===== src/rtl/morse_symbol_decoder_if.sv =====
`default_nettype none
// ============================================================================
// Module      : morse_symbol_decoder_if
// Description : Decoded-character output stream (valid/ready, 8-bit ASCII).
// Revision    : 1.0 - initial release
// ============================================================================
interface morse_symbol_decoder_if;
    logic [7:0] out_data;
    logic       out_valid;
    logic       out_ready;

    modport master (output out_data, output out_valid, input out_ready);
    modport slave  (input out_data, input out_valid, output out_ready);
endinterface
`default_nettype wire


===== src/rtl/morse_symbol_decoder.sv =====
`default_nettype none
// ============================================================================
// Module      : morse_symbol_decoder
// Description : Assembles dot/dash symbols into characters, emits ASCII.
// Revision    : 1.0 - initial release
// ============================================================================
module morse_symbol_decoder #(
    parameter bit         LOWERCASE    = 1'b0,
    parameter logic [7:0] UNKNOWN_CHAR = 8'h3F
) (
    input  wire logic                  clk,
    input  wire logic                  rst,
    input  wire logic [2:0]            sym_in,
    morse_symbol_decoder_if.master     out_if,
    output logic                       overrun,
    input  wire logic                  clr_err,
    output logic [2:0]                 elem_cnt
);
    localparam logic [2:0] c_SYM_DOT   = 3'b001;
    localparam logic [2:0] c_SYM_DASH  = 3'b010;
    localparam logic [2:0] c_SYM_CHAR  = 3'b011;
    localparam logic [2:0] c_SYM_WORD  = 3'b100;
    localparam logic [2:0] c_MAX_ELEM  = 3'd5;
    localparam logic [7:0] c_SPACE     = 8'h20;
    localparam logic [7:0] c_ALPHA     = LOWERCASE ? 8'h61 : 8'h41;

    logic [4:0] r_pattern;
    logic       r_too_long;
    logic       r_pending_space;
    logic       r_last_was_space;

    logic       w_hit;
    logic       w_alpha;
    logic [4:0] w_ofs;
    logic [3:0] w_dig;
    logic [7:0] w_char;

    // Unused upper pattern bits are always zero, so the full 8-bit key is exact.
    always_comb begin
        w_hit   = 1'b1;
        w_alpha = 1'b1;
        w_ofs   = 5'd0;
        w_dig   = 4'd0;
        case ({elem_cnt, r_pattern})
            {3'd2, 5'b00001}: w_ofs = 5'd0;
            {3'd4, 5'b01000}: w_ofs = 5'd1;
            {3'd4, 5'b01010}: w_ofs = 5'd2;
            {3'd3, 5'b00100}: w_ofs = 5'd3;
            {3'd1, 5'b00000}: w_ofs = 5'd4;
            {3'd4, 5'b00010}: w_ofs = 5'd5;
            {3'd3, 5'b00110}: w_ofs = 5'd6;
            {3'd4, 5'b00000}: w_ofs = 5'd7;
            {3'd2, 5'b00000}: w_ofs = 5'd8;
            {3'd4, 5'b00111}: w_ofs = 5'd9;
            {3'd3, 5'b00101}: w_ofs = 5'd10;
            {3'd4, 5'b00100}: w_ofs = 5'd11;
            {3'd2, 5'b00011}: w_ofs = 5'd12;
            {3'd2, 5'b00010}: w_ofs = 5'd13;
            {3'd3, 5'b00111}: w_ofs = 5'd14;
            {3'd4, 5'b00110}: w_ofs = 5'd15;
            {3'd4, 5'b01101}: w_ofs = 5'd16;
            {3'd3, 5'b00010}: w_ofs = 5'd17;
            {3'd3, 5'b00000}: w_ofs = 5'd18;
            {3'd1, 5'b00001}: w_ofs = 5'd19;
            {3'd3, 5'b00001}: w_ofs = 5'd20;
            {3'd4, 5'b00001}: w_ofs = 5'd21;
            {3'd3, 5'b00011}: w_ofs = 5'd22;
            {3'd4, 5'b01001}: w_ofs = 5'd23;
            {3'd4, 5'b01011}: w_ofs = 5'd24;
            {3'd4, 5'b01100}: w_ofs = 5'd25;
            {3'd5, 5'b11111}: begin w_alpha = 1'b0; w_dig = 4'd0; end
            {3'd5, 5'b01111}: begin w_alpha = 1'b0; w_dig = 4'd1; end
            {3'd5, 5'b00111}: begin w_alpha = 1'b0; w_dig = 4'd2; end
            {3'd5, 5'b00011}: begin w_alpha = 1'b0; w_dig = 4'd3; end
            {3'd5, 5'b00001}: begin w_alpha = 1'b0; w_dig = 4'd4; end
            {3'd5, 5'b00000}: begin w_alpha = 1'b0; w_dig = 4'd5; end
            {3'd5, 5'b10000}: begin w_alpha = 1'b0; w_dig = 4'd6; end
            {3'd5, 5'b11000}: begin w_alpha = 1'b0; w_dig = 4'd7; end
            {3'd5, 5'b11100}: begin w_alpha = 1'b0; w_dig = 4'd8; end
            {3'd5, 5'b11110}: begin w_alpha = 1'b0; w_dig = 4'd9; end
            default:          w_hit = 1'b0;
        endcase
        if (!w_hit || r_too_long)
            w_char = UNKNOWN_CHAR;
        else if (w_alpha)
            w_char = c_ALPHA + {3'b000, w_ofs};
        else
            w_char = 8'h30 + {4'h0, w_dig};
    end

    logic w_elem;
    logic w_word;
    logic w_term;
    logic w_space_req;
    logic w_free;
    logic w_load_ok;
    logic w_ovr;

    assign w_elem      = (sym_in == c_SYM_DOT) || (sym_in == c_SYM_DASH);
    assign w_word      = (sym_in == c_SYM_WORD);
    assign w_term      = ((sym_in == c_SYM_CHAR) || w_word) && (elem_cnt != 3'd0);
    // A space already emitted or queued makes a bare word space redundant.
    assign w_space_req = w_word && (elem_cnt == 3'd0) && !r_last_was_space && !r_pending_space;
    assign w_free      = !out_if.out_valid || out_if.out_ready;
    assign w_load_ok   = w_free && !r_pending_space;
    assign w_ovr       = (w_term || w_space_req) && !w_load_ok;

    always_ff @(posedge clk or negedge rst) begin
        if (!rst) begin
            r_pattern        <= 5'd0;
            elem_cnt         <= 3'd0;
            r_too_long       <= 1'b0;
            r_pending_space  <= 1'b0;
            r_last_was_space <= 1'b1;
            out_if.out_data  <= 8'h00;
            out_if.out_valid <= 1'b0;
            overrun          <= 1'b0;
        end else begin
            if (out_if.out_valid && out_if.out_ready)
                out_if.out_valid <= 1'b0;

            if (r_pending_space && w_free) begin
                out_if.out_data  <= c_SPACE;
                out_if.out_valid <= 1'b1;
                r_pending_space  <= 1'b0;
                r_last_was_space <= 1'b1;
            end

            if (w_elem) begin
                r_pattern <= {r_pattern[3:0], sym_in[1]};
                if (elem_cnt == c_MAX_ELEM)
                    r_too_long <= 1'b1;
                else
                    elem_cnt <= elem_cnt + 3'd1;
            end

            if (w_term) begin
                r_pattern  <= 5'd0;
                elem_cnt   <= 3'd0;
                r_too_long <= 1'b0;
                if (w_load_ok) begin
                    out_if.out_data  <= w_char;
                    out_if.out_valid <= 1'b1;
                    r_last_was_space <= 1'b0;
                    if (w_word)
                        r_pending_space <= 1'b1;
                end
            end else if (w_space_req && w_load_ok) begin
                out_if.out_data  <= c_SPACE;
                out_if.out_valid <= 1'b1;
                r_last_was_space <= 1'b1;
            end

            if (w_ovr)
                overrun <= 1'b1;
            else if (clr_err)
                overrun <= 1'b0;
        end
    end
endmodule
`default_nettype wire


===== src/flat_wrapper.sv =====
// flat-port wrapper written by rule: the top's interface ports become plain ports
module morse_symbol_decoder_flat 
#(
    parameter bit         LOWERCASE    = 1'b0,
    parameter logic [7:0] UNKNOWN_CHAR = 8'h3F
)
  (clk, rst, sym_in, overrun, clr_err, elem_cnt, out_if_out_data, out_if_out_valid, out_if_out_ready);
  morse_symbol_decoder_if out_if_i ();
  input  wire logic clk;
  input  wire logic rst;
  input  wire logic [2:0] sym_in;
  output logic overrun;
  input  wire logic clr_err;
  output logic [2:0] elem_cnt;
  output wire logic [$bits(out_if_i.out_data)-1:0] out_if_out_data;
  output wire logic [$bits(out_if_i.out_valid)-1:0] out_if_out_valid;
  input wire logic [$bits(out_if_i.out_ready)-1:0] out_if_out_ready;
  assign out_if_out_data = out_if_i.out_data;
  assign out_if_out_valid = out_if_i.out_valid;
  assign out_if_i.out_ready = out_if_out_ready;
  morse_symbol_decoder #(.LOWERCASE(LOWERCASE), .UNKNOWN_CHAR(UNKNOWN_CHAR)) u_core (.clk(clk), .rst(rst), .sym_in(sym_in), .out_if(out_if_i), .overrun(overrun), .clr_err(clr_err), .elem_cnt(elem_cnt));
endmodule

===== config.mk =====
export PLATFORM = sky130hd
export DESIGN_NAME = morse_symbol_decoder_flat
export DESIGN_NICKNAME = d
export VERILOG_FILES = /design/src/rtl/morse_symbol_decoder_if.sv /design/src/rtl/morse_symbol_decoder.sv /design/src/flat_wrapper.sv
export SDC_FILE = /design/constraint.sdc
export NUM_CORES = 1
export LEC_CHECK = 0
export CAP_MARGIN = 20
export CORE_UTILIZATION = 46
export CTS_BUF_LIST = sky130_fd_sc_hd__clkbuf_16
export CTS_CLUSTER_SIZE = 25
export DETAILED_ROUTE_END_ITERATION = 8
export MAX_ROUTING_LAYER = met4
export PLACE_DENSITY_LB_ADDON = 0.12
export SLEW_MARGIN = 20
export SYNTH_ARGS = -nofsm -noshare
export SYNTH_HDL_FRONTEND = slang
export SYNTH_SLANG_ARGS = --single-unit

===== constraint.sdc =====
create_clock -name clk -period 2.3 [get_ports clk]
set_clock_uncertainty 0.2 [all_clocks]
set_input_delay 0.46 -clock clk [delete_from_list [all_inputs] [get_ports clk]]
set_output_delay 0.46 -clock clk [all_outputs]
set_load 0.02 [all_outputs]

Yosys cells after proc, flatten, opt, wreduce, memory -nomap -nowiden
Index checks and enable logic that the tools add are counted.

Flip-flop bits (word level): 21. Input bits: 7. Output and inout bits: 13.

Add/sub/neg operators: 3. Equality and inequality tests: 42. Multiplexer cells: 32. Reductions and logical operators: 28.

Operators with widths (count): $eq A8 B8 Y1 const B (22); $pmux W5 S25 (1); $eq A8 B7 Y1 const B (12); $mux W8 (6); $pmux W4 S9 (1); $reduce_or A36 Y1 (1); $mux W1 (19); $eq A8 B6 Y1 const B (2); $mux W5 (2); $reduce_or A10 Y1 (1); $logic_and A1 B1 Y1 (9); $mux W3 (3); $add A7 B5 Y8 const A (1); $add A6 B4 Y7 const A (1); $eq A3 B2 Y1 const B (2); $eq A3 B3 Y1 const B (2); $reduce_bool A2 Y1 (3); $logic_not A1 Y1 (5); $logic_or A1 B1 Y1 (5); $reduce_and A2 Y1 (2); $add A3 B1 Y3 const B (1); $eq A3 B1 Y1 const B (1); $logic_not A3 Y1 (1); $reduce_bool A3 Y1 (1); $ne A2 B1 Y1 const B (1).

Longest topological paths before layout
Gate-level depths: netlist of run 1.

Depth after elaboration: 8. Mapped depth: 10. Gate-level depth less buffers: 9.

Least setup slack after synthesis of run 1
OpenSTA, ideal clock, no wires.

Path kind: reg2reg. Start: register u_core.elem_cnt[0]. End: register u_core.out_if.out_data[1]. Arrival time: 2.148 ns. Setup slack: -0.166 ns. Cell stages (with the launch flop): 9. Cell sequence: dfrtp_1 -> or4b_4 -> a2111oi_4 -> a211oi_1 -> o21ai_2 -> ha_1 -> a22oi_1 -> a21oi_1 -> a21o_1.

Longest elaborated chain between the ends: 8. Elaborated cells on any way between the ends: 57. Those cells by class: add/sub (2); eq/ne (36); mux (8); reduce/logical (11).

RTL lines: start, declared (line morse_symbol_decoder.sv:17) `output logic [2:0] elem_cnt`; start signal, assigned (line morse_symbol_decoder.sv:134) `elem_cnt <= elem_cnt + 3'd1;`; branches (longest 7 deep; another with $add A7 B5 Y8); $mux W8 * (line morse_symbol_decoder.sv:137) `if (w_term) begin`; end signal, assigned (line morse_symbol_decoder.sv:123) `out_if.out_data <= c_SPACE;`; end signal, assigned (line morse_symbol_decoder.sv:142) `out_if.out_data <= w_char;`; end signal, assigned (line morse_symbol_decoder.sv:149) `out_if.out_data <= c_SPACE;`; end, declared (line morse_symbol_decoder_if.sv:12) `modport master (output out_data, output out_valid, input out_ready);`.

Mark *: on every way between the ends. A chain may end at the register's enable or synchronous reset.

Final worst setup path of run 1
Start: register u_core.r_pattern[2]. End: register u_core.out_if.out_data[1].

Longest elaborated chain between the ends: 8. Elaborated cells on any way between the ends: 49. Those cells by class: add/sub (2); eq/ne (36); mux (7); reduce/logical (4).

RTL lines: start, declared (line morse_symbol_decoder.sv:27) `logic [4:0] r_pattern;`; start signal, assigned (line morse_symbol_decoder.sv:130) `r_pattern <= {r_pattern[3:0], sym_in[1]};`; branches (longest 5 deep; another with $add A7 B5 Y8); $mux W8 * (line morse_symbol_decoder.sv:83) `if (!w_hit || r_too_long)`; $mux W8 * (line morse_symbol_decoder.sv:141) `if (w_load_ok) begin`; $mux W8 * (line morse_symbol_decoder.sv:137).

Marks and branches as above.

==> metrics.cfg, run 1 <==
[sta]
fin_tns_setup_ns=-0.08436
rsz0062_at_grt=true
timing.final.crit_share=1.027
drv_slew=0
setup_ws_ns=-0.06290
max_freq_mhz=423.2
slew_headroom=0.7455
period_needed_ns=2.363
finalHoldViolations=0
setup_viol=2
tightest_slew_ns=0.3721

[worst_hold_path]
holdCritStartpoint=u_core.out_if.out_data[1]
hold_end=u_core.out_if.out_data[1]
whs_path_depth=1
min_path_type=flop to flop

[clocking]
cts-root-buf=clkbuf_16
cts_buffers=3
h-tree-depth=1
clk_pin_slew_worst_paths_ns=0.06
clock_latency_ns=0.25
ctsHoldBuffers=0
cts_tree=yes
clockBufferDepth=2
cts_sinks=21

[finish]
final_common_cell=buf_4
synthToLayoutAreaGrowth_pct=38.81
layout.cells.non_filler=348
fin_nets=312
multi_input_area_um2=1242
nFillCells=328
mostFrequentLayoutCells=buf_4 (51), nor2_1 (29), nand2_1 (20)
fin_util=0.6812
drive_above_1_share=0.2700
regArea_um2=531.8
diodes=0

[power]
cellLeakagePower_uw=0.001064
total_power_uw=2973
vdd_drop_max_v=0.0006602
powerDensity_nw_per_um2=1158

[logic_synthesis]
synth-edff-count=0
ys.flop_type=dfrtp_1
ys_ff_latch=21
ys_seq_area_frac=0.2847
synth_top_area_share=0.2705
avgSynthCellArea_um2=7.647
yosys-top-cells-area=dfrtp_1 (27%), nor2_1 (6.1%), a21oi_1 (4.6%)
syn-num-nets=253
ys_types=53
synth-async-reset-ratio=1.000
yosys_warnings=0
synth_top_cell_by_area=dfrtp_1
synthCells=242
synth_area_um2=1851

[setup_path]
crit_path_cell_trace=or4b_4, a2111oi_4, a211oi_2, o21ai_2, ha_1, a22oi_1, a21oi_1, a21o_1
arrival_ns=2.31
rr_endpoint=u_core.out_if.out_data[1]
r2r.worst_path.cells=8
cpMaxStageDelayCell=or4b_4
reg2reg_from=u_core.r_pattern[2]
crit_required_ns=2.24
worstSetupEndpointType=flop
rrSetupSlack_ns=-0.06
worstPathMaxFanout=2
max_stage_delay_ns=0.55
path_class=flop to flop
startpoint_type=flop

[die]
die_x_um=65.43
die-area_um2=4280
num_io_pins=20
die_h_um=65.43
coreArea_um2=3771
rows=22
start_util=0.4907

[routing]
met3_length_um=205
wl_met2_um=2472
vias=1997
wl_um=5101
post_drt_wl_per_cell_um=14.66
drt_iter0_markers=162
first_pass_iters=4
wl_met1_um=2361
vias_per_cell=5.739
highest_layer=met4
ant_nets=0
drc_errors=0

[outcome]
violations=setup timing
status=finished with violations

[placement]
gp_congestion=0.9469
dpl.hpwl_um=3896
place_inst=341
portBuffers=19
dp_slack_ns=-0.1190

[global_routing]
track_usage=0.2717
antenna_found_initial=0
grt_max_degree=25
grt_overflow_total=0
grt_pass1_wl_um=8763
grt_pass1_vias=1892

[flow_run]
cap_viol_max_count=0

## Yosys cell counts (all sizes together), types with 4 or more instances
cell type / instances
a21oi: 17
a22oi: 4
a31oi: 8
buf: 10
clkbuf: 9
dfrtp: 20
ha: 4
inv: 11
mux2i: 6
nand2: 20
nand2b: 13
nand3: 4
nand3b: 8
nor2: 30
nor2b: 4
nor3: 5
nor4: 5
o21ai: 19
o22ai: 5
## metrics by stage
stage | cell area [um^2] | hold WS [ns]
CTS | 2512 | 0.2900
global placement | 2405 | 0.2721
global route | 2569 | 0.2993
finish | 2569 | 0.2850
detailed placement | 2405 | 0.2778
floorplan | 1866 | -0.03559
## flip-flops by register name (all words and copies together), names as in the netlist, named ones only
register	cells
u_core.out_if.out_data	8
u_core.r_pattern	5
u_core.elem_cnt	3
u_core.out_if.out_valid	1
u_core.overrun	1
u_core.r_pending_space	1
u_core.r_too_long	1
## per-layer routing
layer / global-route usage / vias up
met1: 0.3596 / 939
li1: - / 998
met2: 0.4369 / 54
met4: 0.07065 / 0
met3: 0.03646 / 6
met5: - / -
## cell type report
class,count,area share
multi-input combinational,191,0.4837
clock buffer,3,0.02923
inverter,11,0.01607
sequential,21,0.2070
timing repair buffer,73,0.2377
tap,48,0.02338
clock inverter,1,0.002923
## worst max path at each step
stage,end,from,cells after the start
4_1_cts,u_core.out_if.out_data[1],u_core.r_pattern[2],8
5_1_grt,u_core.out_if.out_data[1],u_core.r_pattern[2],8
6_report,u_core.out_if.out_data[1],u_core.r_pattern[2],8
3_3_place_gp,u_core.out_if.out_data[1],u_core.r_pattern[2],8
3_5_place_dp,u_core.out_if.out_data[1],u_core.r_pattern[2],8
2_1_floorplan,u_core.out_if.out_data[1],u_core.r_pattern[3],9
## critical path, delay by kind of cell (launching register included)
family,cells,cell delay [ns]
compound gates,6,0.84
simple gates,1,0.55
flops,1,0.40
fa+ha+maj,1,0.25
## cells by family (layout without fill, tap and decap cells)
logic type / count (synthesis) / after routing / synth area share
and+or+nand+nor: 99 / 99 / 0.2759
AOI/OAI and AO/OA: 77 / 77 / 0.2874
buffers and inverters: 30 / 88 / 0.06896
DFF: 21 / 21 / 0.2847
muxes: 6 / 6 / 0.03246
xor gates and xnor gates: 5 / 5 / 0.02367
adders and majority gates: 4 / 4 / 0.02705
## power by group
group	leakage, uW	internal, uW	switching [uW]	total, uW
registers	0.000264	507	109	616
logic	0.000763	950	1040	1980
clock network	0.0000371	235	137	373
## timing repair
action	CTS	global route
buffers inserted	0	3
endpoints found under the setup margin	6	7
hold endpoints to repair	0	0
resized for setup	8	9
pin swaps	4	3
Power figures use the tool's default switching activity.
==> inputs of run 2 (changes only) <==
--- a/config.mk
+++ b/config.mk
@@ -6,6 +6,7 @@
 export NUM_CORES = 1
 export LEC_CHECK = 0
 export CAP_MARGIN = 20
+export CORE_ASPECT_RATIO = 1.5
 export CORE_UTILIZATION = 46
 export CTS_BUF_LIST = sky130_fd_sc_hd__clkbuf_16
 export CTS_CLUSTER_SIZE = 25
==> run 2 against run 1 <==
Against the previous run: the flow still finishes with violations (setup timing); combinational power about the same; design area down 1.8%; die area up 0.12%; first-iteration DRC count down 60%; highest routed layer unchanged.
==> metrics.cfg, run 2 (synthesis results as in run 1) <==
[outcome]
status=finished with violations
violations=setup timing

[global_routing]
antenna_found_initial=0  ; unchanged
grt_overflow_total=0  ; unchanged
grt_max_degree=28  ; +12%
track_usage=0.2741  ; +0.002418
grt_pass1_wl_um=8431  ; -3.8%
grt_pass1_vias=1916  ; +1.3%

[clocking]
clk_pin_slew_worst_paths_ns=0.06  ; about the same
h-tree-depth=1  ; unchanged
cts-root-buf=clkbuf_16
clockBufferDepth=2  ; unchanged
cts_tree=yes
clock_latency_ns=0.25  ; about the same
cts_sinks=21  ; unchanged
cts_buffers=3  ; unchanged

[placement]
portBuffers=19  ; unchanged
place_inst=326  ; -4.4%
placed_area_um2=2323  ; -3.4%
dpl.hpwl_um=3919  ; +0.60%
gp_congestion=0.9238  ; -2.4%

[sta]
setup_ws_ns=-0.03765  ; +0.02524 ns
fin_hold_ws_ns=0.2906  ; +0.005580 ns
max_freq_mhz=427.8  ; +1.1%
drv_slew=0  ; unchanged
fin_tns_setup_ns=-0.03765  ; +0.04670 ns
period_needed_ns=2.338  ; -0.02524 ns
finalHoldViolations=0  ; unchanged
timing.final.crit_share=1.016  ; -0.01098
tightest_slew_ns=0.4418  ; +0.06967 ns
rsz0062_at_grt=true
setup_viol=1  ; -1
slew_headroom=0.6979  ; -0.04765

[die]
die_h_um=79.68  ; +22%
start_util=0.4935  ; +0.002784
num_io_pins=20  ; unchanged
rows=27  ; +23%
die-area_um2=4286  ; +0.12%
die_x_um=53.79  ; -18%
coreArea_um2=3750  ; -0.56%

[setup_path]
worstPathMaxFanout=5  ; +3
reg2reg_from=u_core.elem_cnt[1]
rrSetupSlack_ns=-0.04  ; +0.03 ns
worstSetupEndpointType=flop
rr_endpoint=u_core.out_if.out_data[1]
crit_required_ns=2.25  ; about the same
r2r.worst_path.cells=8  ; unchanged
path_class=flop to flop
startpoint_type=flop
arrival_ns=2.28  ; -0.03 ns

[power]
swShare=0.4331  ; +0.001983
seq_power_share=0.206  ; about the same
p_switching_uw=1280  ; -0.13%
powerDensity_nw_per_um2=1172  ; +1.2%
total_power_uw=2956  ; -0.59%
cellLeakagePower_uw=0.001043  ; -1.9%
pwr-share-clk=0.126  ; about the same
vdd_drop_max_v=0.0008963  ; +36%
combPwrFrac=0.669  ; +0.002
p_int_uw=1676  ; -0.94%

[worst_hold_path]
whs_path_depth=1  ; unchanged
holdCritStartpoint=u_core.out_if.out_data[7]
min_path_type=flop to flop
hold_end=u_core.out_if.out_data[7]

[finish]
reg_top3=u_core.out_if.out_data (8), u_core.r_pattern (5), u_core.elem_cnt (3)
regMostFlops=u_core.out_if.out_data
mostFrequentLayoutCells=buf_4 (45), nor2_1 (29), nand2_1 (20)
layout.cells.non_filler=337  ; -3.2%
fin_nets=306  ; -1.9%
largest_reg_flops=8  ; unchanged
final_common_cell=buf_4
design_area_um2=2522  ; -1.8%
drive_above_1_share=0.2585  ; -0.01150
diodes=0  ; unchanged
synthToLayoutAreaGrowth_pct=36.31

[routing]
wl_met1_um=2265  ; -4.1%
drc_errors=0  ; unchanged
first_pass_iters=4  ; unchanged
highest_layer=met4
met3_length_um=188  ; -8.3%
post_drt_wl_per_cell_um=15.77  ; +7.6%
wl_met2_um=2715  ; +9.8%
drt_iter0_markers=65  ; -60%
wl_um=5314  ; +4.2%
vias=2009  ; +0.60%
ant_nets=0  ; unchanged
vias_per_cell=5.961  ; +3.9%

[flow_run]
cap_viol_max_count=0  ; unchanged

run 2: what timing repair did:
item                       CTS  global route
setup endpoints to repair    6             6
pin swaps                    1             5
resized for setup            4            13
hold buffers                 0             0
buffers inserted             0             7
run 2: layout make-up:
type	instances	area (um^2)
multi-input cells	191	1246
repair buffers	67	570.5
flip-flops and latches	21	530.5
inverters	11	41.29
well taps	43	53.80
clock inverters	1	5.005
fillers	313	1227
clock buffers	3	75.07
run 2: through the flow:
stage / util / worst slack [ns]
2_1_floorplan: - / -0.09150
3_3_place_gp: 0.6196 / -0.05746
3_5_place_dp: 0.6196 / -0.09843
4_1_cts: 0.6446 / -0.01483
5_1_grt: 0.6727 / -0.1212
6_report: 0.6727 / -0.03765
run 2: worst max path at each step:
| stage | slack [ns] | to | cells past startpoint | from |
|---|---|---|---|---|
| 2_1_floorplan | -0.09 | u_core.out_if.out_data[1] | 9 | u_core.r_pattern[3] |
| 4_1_cts | -0.01 | u_core.out_if.out_data[1] | 8 | u_core.r_pattern[3] |
| 6_report | -0.04 | u_core.out_if.out_data[1] | 8 | u_core.elem_cnt[1] |
| 3_5_place_dp | -0.1 | u_core.out_if.out_data[1] | 8 | u_core.r_pattern[2] |
| 5_1_grt | -0.12 | u_core.out_if.out_data[1] | 8 | u_core.r_pattern[2] |
| 3_3_place_gp | -0.06 | u_core.out_if.out_data[1] | 8 | u_core.r_pattern[2] |
run 2: critical path: stages, from the launching register on:
cell      delay, ns
dfrtp_2        0.43
or4b_4         0.57
a211oi_2       0.21
a211oi_2       0.08
o21ai_2        0.08
ha_1           0.26
a22oi_2        0.16
a21oi_1        0.08
a21o_1         0.15
run 2: layer usage:
metal  up-vias  global-route usage
met1       947              0.3124
met2        68              0.4531
li1        976                   -
met3        18             0.03429
met5         -                   -
met4         0              0.1395
run 2: power by group through the flow:
stage          combinational (uW)  clock [uW]  sequential [uW]
2_1_floorplan                1030           0              725
3_3_place_gp                 1800           0              611
3_5_place_dp                 1820           0              614
4_1_cts                      1850         377              611
5_1_grt                      2130         389              626
6_report                     1980         371              608
==> inputs of run 3 (changes only) <==
--- a/config.mk
+++ b/config.mk
@@ -13,6 +13,7 @@
 export DETAILED_ROUTE_END_ITERATION = 8
 export MAX_ROUTING_LAYER = met4
 export PLACE_DENSITY_LB_ADDON = 0.12
+export SKIP_LAST_GASP = 1
 export SLEW_MARGIN = 20
 export SYNTH_ARGS = -nofsm -noshare
 export SYNTH_HDL_FRONTEND = slang
==> run 3 against run 2 <==
Against the previous run: critical path depth did not move; clock-buffer cell count is the same; final cell count unchanged; the run still ends with setup timing left; first-iteration DRC count increased by 18%; sequential share of layout area barely moved; non-clock buffer count stayed put; critical endpoint unchanged; global-route usage stayed put.
==> metrics.cfg, run 3 (synthesis results as in run 1) <==
[outcome]
status=finished with violations
violations=setup timing

[power]
cellLeakagePower_uw=0.001043  ; about the same
vdd_drop_max_v=0.0008959  ; about the same
powerDensity_nw_per_um2=1168  ; -0.31%

[finish]
diodes=0  ; unchanged
regArea_um2=530.5  ; unchanged
design_area_um2=2517  ; -0.20%
synthToLayoutAreaGrowth_pct=36.04
multi_input_area_um2=1241  ; -0.40%
fin_nets=306  ; unchanged
largest_reg_flops=8  ; unchanged
final_common_cell=buf_4
regMostFlops=u_core.out_if.out_data
reg_top3=u_core.out_if.out_data (8), u_core.r_pattern (5), u_core.elem_cnt (3)
nFillCells=315  ; +0.64%
drive_above_1_share=0.2551  ; -0.003401
mostFrequentLayoutCells=buf_4 (45), nor2_1 (29), nand2_1 (20)

[routing]
ant_nets=0  ; unchanged
drc_errors=0  ; unchanged
post_drt_wl_per_cell_um=15.71  ; -0.40%
first_pass_iters=4  ; unchanged
vias=2007  ; -0.10%
drt_iter0_markers=77  ; +18%
vias_per_cell=5.955  ; about the same
wl_um=5293  ; -0.40%

[sta]
max_freq_mhz=426.5  ; -0.30%
timing.final.crit_share=1.019  ; +0.003018
slew_headroom=0.6899  ; -0.007995
tightest_slew_ns=0.4535  ; +0.01169 ns
rsz0062_at_grt=true
drv_slew=0  ; unchanged
setup_ws_ns=-0.04460  ; -0.006942 ns
period_needed_ns=2.345  ; +0.006942 ns
finalHoldViolations=0  ; unchanged
setup_viol=1  ; unchanged

[setup_path]
startpoint_type=flop
rrSetupSlack_ns=-0.04  ; about the same
cpMaxStageDelayCell=or4b_4
path_buf_inv=0  ; unchanged
critical_path.top_delay_family=compound AO/OA/AOI/OAI gates
startpoint=u_core.elem_cnt[1]
crit_required_ns=2.25  ; about the same
crit_path_cell_trace=or4b_4, a211oi_2, a211oi_2, o21ai_2, ha_1, a22oi_1, a21oi_1, a21o_1
worstPathMaxFanout=5  ; unchanged
path_class=flop to flop
reg2reg_from=u_core.elem_cnt[1]
max_stage_delay_ns=0.57  ; about the same
arrival_ns=2.29  ; about the same
critPathMostFrequentCell=a211oi_2
worstSetupEndpointType=flop

[die]
die-area_um2=4286  ; unchanged
die_x_um=53.79  ; unchanged
start_util=0.4935  ; unchanged
coreArea_um2=3750  ; unchanged
die_h_um=79.68  ; unchanged
num_io_pins=20  ; unchanged
rows=27  ; unchanged

[global_routing]
grt_overflow_total=0  ; unchanged
antenna_found_initial=0  ; unchanged
grt_max_degree=28  ; unchanged
track_usage=0.2741  ; unchanged
grt_pass1_vias=1916  ; unchanged
grt_pass1_wl_um=8431  ; unchanged

[worst_hold_path]
holdCritStartpoint=u_core.out_if.out_data[1]
min_path_type=flop to flop

[clocking]
clock_latency_ns=0.25  ; about the same
ctsHoldBuffers=0  ; unchanged
cts-root-buf=clkbuf_16
cts_sinks=21  ; unchanged
h-tree-depth=1  ; unchanged
cts_buffers=3  ; unchanged
clockBufferDepth=2  ; unchanged
clk_pin_slew_worst_paths_ns=0.06  ; about the same
cts_tree=yes

[placement]
portBuffers=19  ; unchanged
gp_congestion=0.9238  ; unchanged
dpl.hpwl_um=3919  ; unchanged
placed_area_um2=2323  ; unchanged
dp_slack_ns=-0.09843  ; unchanged

[flow_run]
cap_viol_max_count=0  ; unchanged

## run 3: cell counts in the layout (fill, tap and decap cells not counted)
Identical to the previous run, type by type.
## run 3: layout make-up
cell class	instances	area share
multi-input cells	191	0.4930
repair buffers	67	0.2266
flip-flops and latches	21	0.2107
clock buffers	3	0.02982
well taps	43	0.02137
inverters	11	0.01640
clock inverters	1	0.001988
## run 3: power by group
group          internal [uW]  leakage (uW)  switching (uW)
sequential               506      0.000265             101
combinational            926      0.000737            1040
clock                    234     0.0000409             138
## run 3: timing repair
action	in CTS	in global routing
buffers inserted	0	7
hold endpoints to repair	0	0
pin swaps	1	5
gates resized for setup	4	12
setup endpoints to repair	6	6
## run 3: per-layer routing
layer / wire (um) / global-route usage / vias up
li1: - / - / 980
met1: 2234 / 0.3124 / 947
met2: 2708 / 0.4531 / 62
met3: 205 / 0.03429 / 18
met4: 144 / 0.1395 / 0
met5: 0 / - / -
## run 3: per-stage QoR
step	hold WS (ns)	total power (uW)	instances	setup TNS, ns	util
after global placement	0.2703	2414	326	-0.08554	0.6196
after floorplan	-0.03559	1752	242	-0.09150	-
after CTS	0.2930	2836	330	-0.01483	0.6446
after detailed placement	0.2764	2436	326	-0.2525	0.6196
final	0.2895	2941	337	-0.04460	0.6713
after global routing	0.2985	3136	337	-0.2496	0.6713
## run 3: worst paths after layout
kind / cells after the start / end
hold reg to reg: 1 / u_core.out_if.out_data[1]
min in group asynchronous: 2 / u_core.elem_cnt[2]
hold / removal: 1 / u_core.out_if.out_data[1]
setup / recovery: 8 / u_core.out_if.out_data[1]
max in group asynchronous: 2 / asynchronous set/reset pin
setup reg to reg: 8 / u_core.out_if.out_data[1]
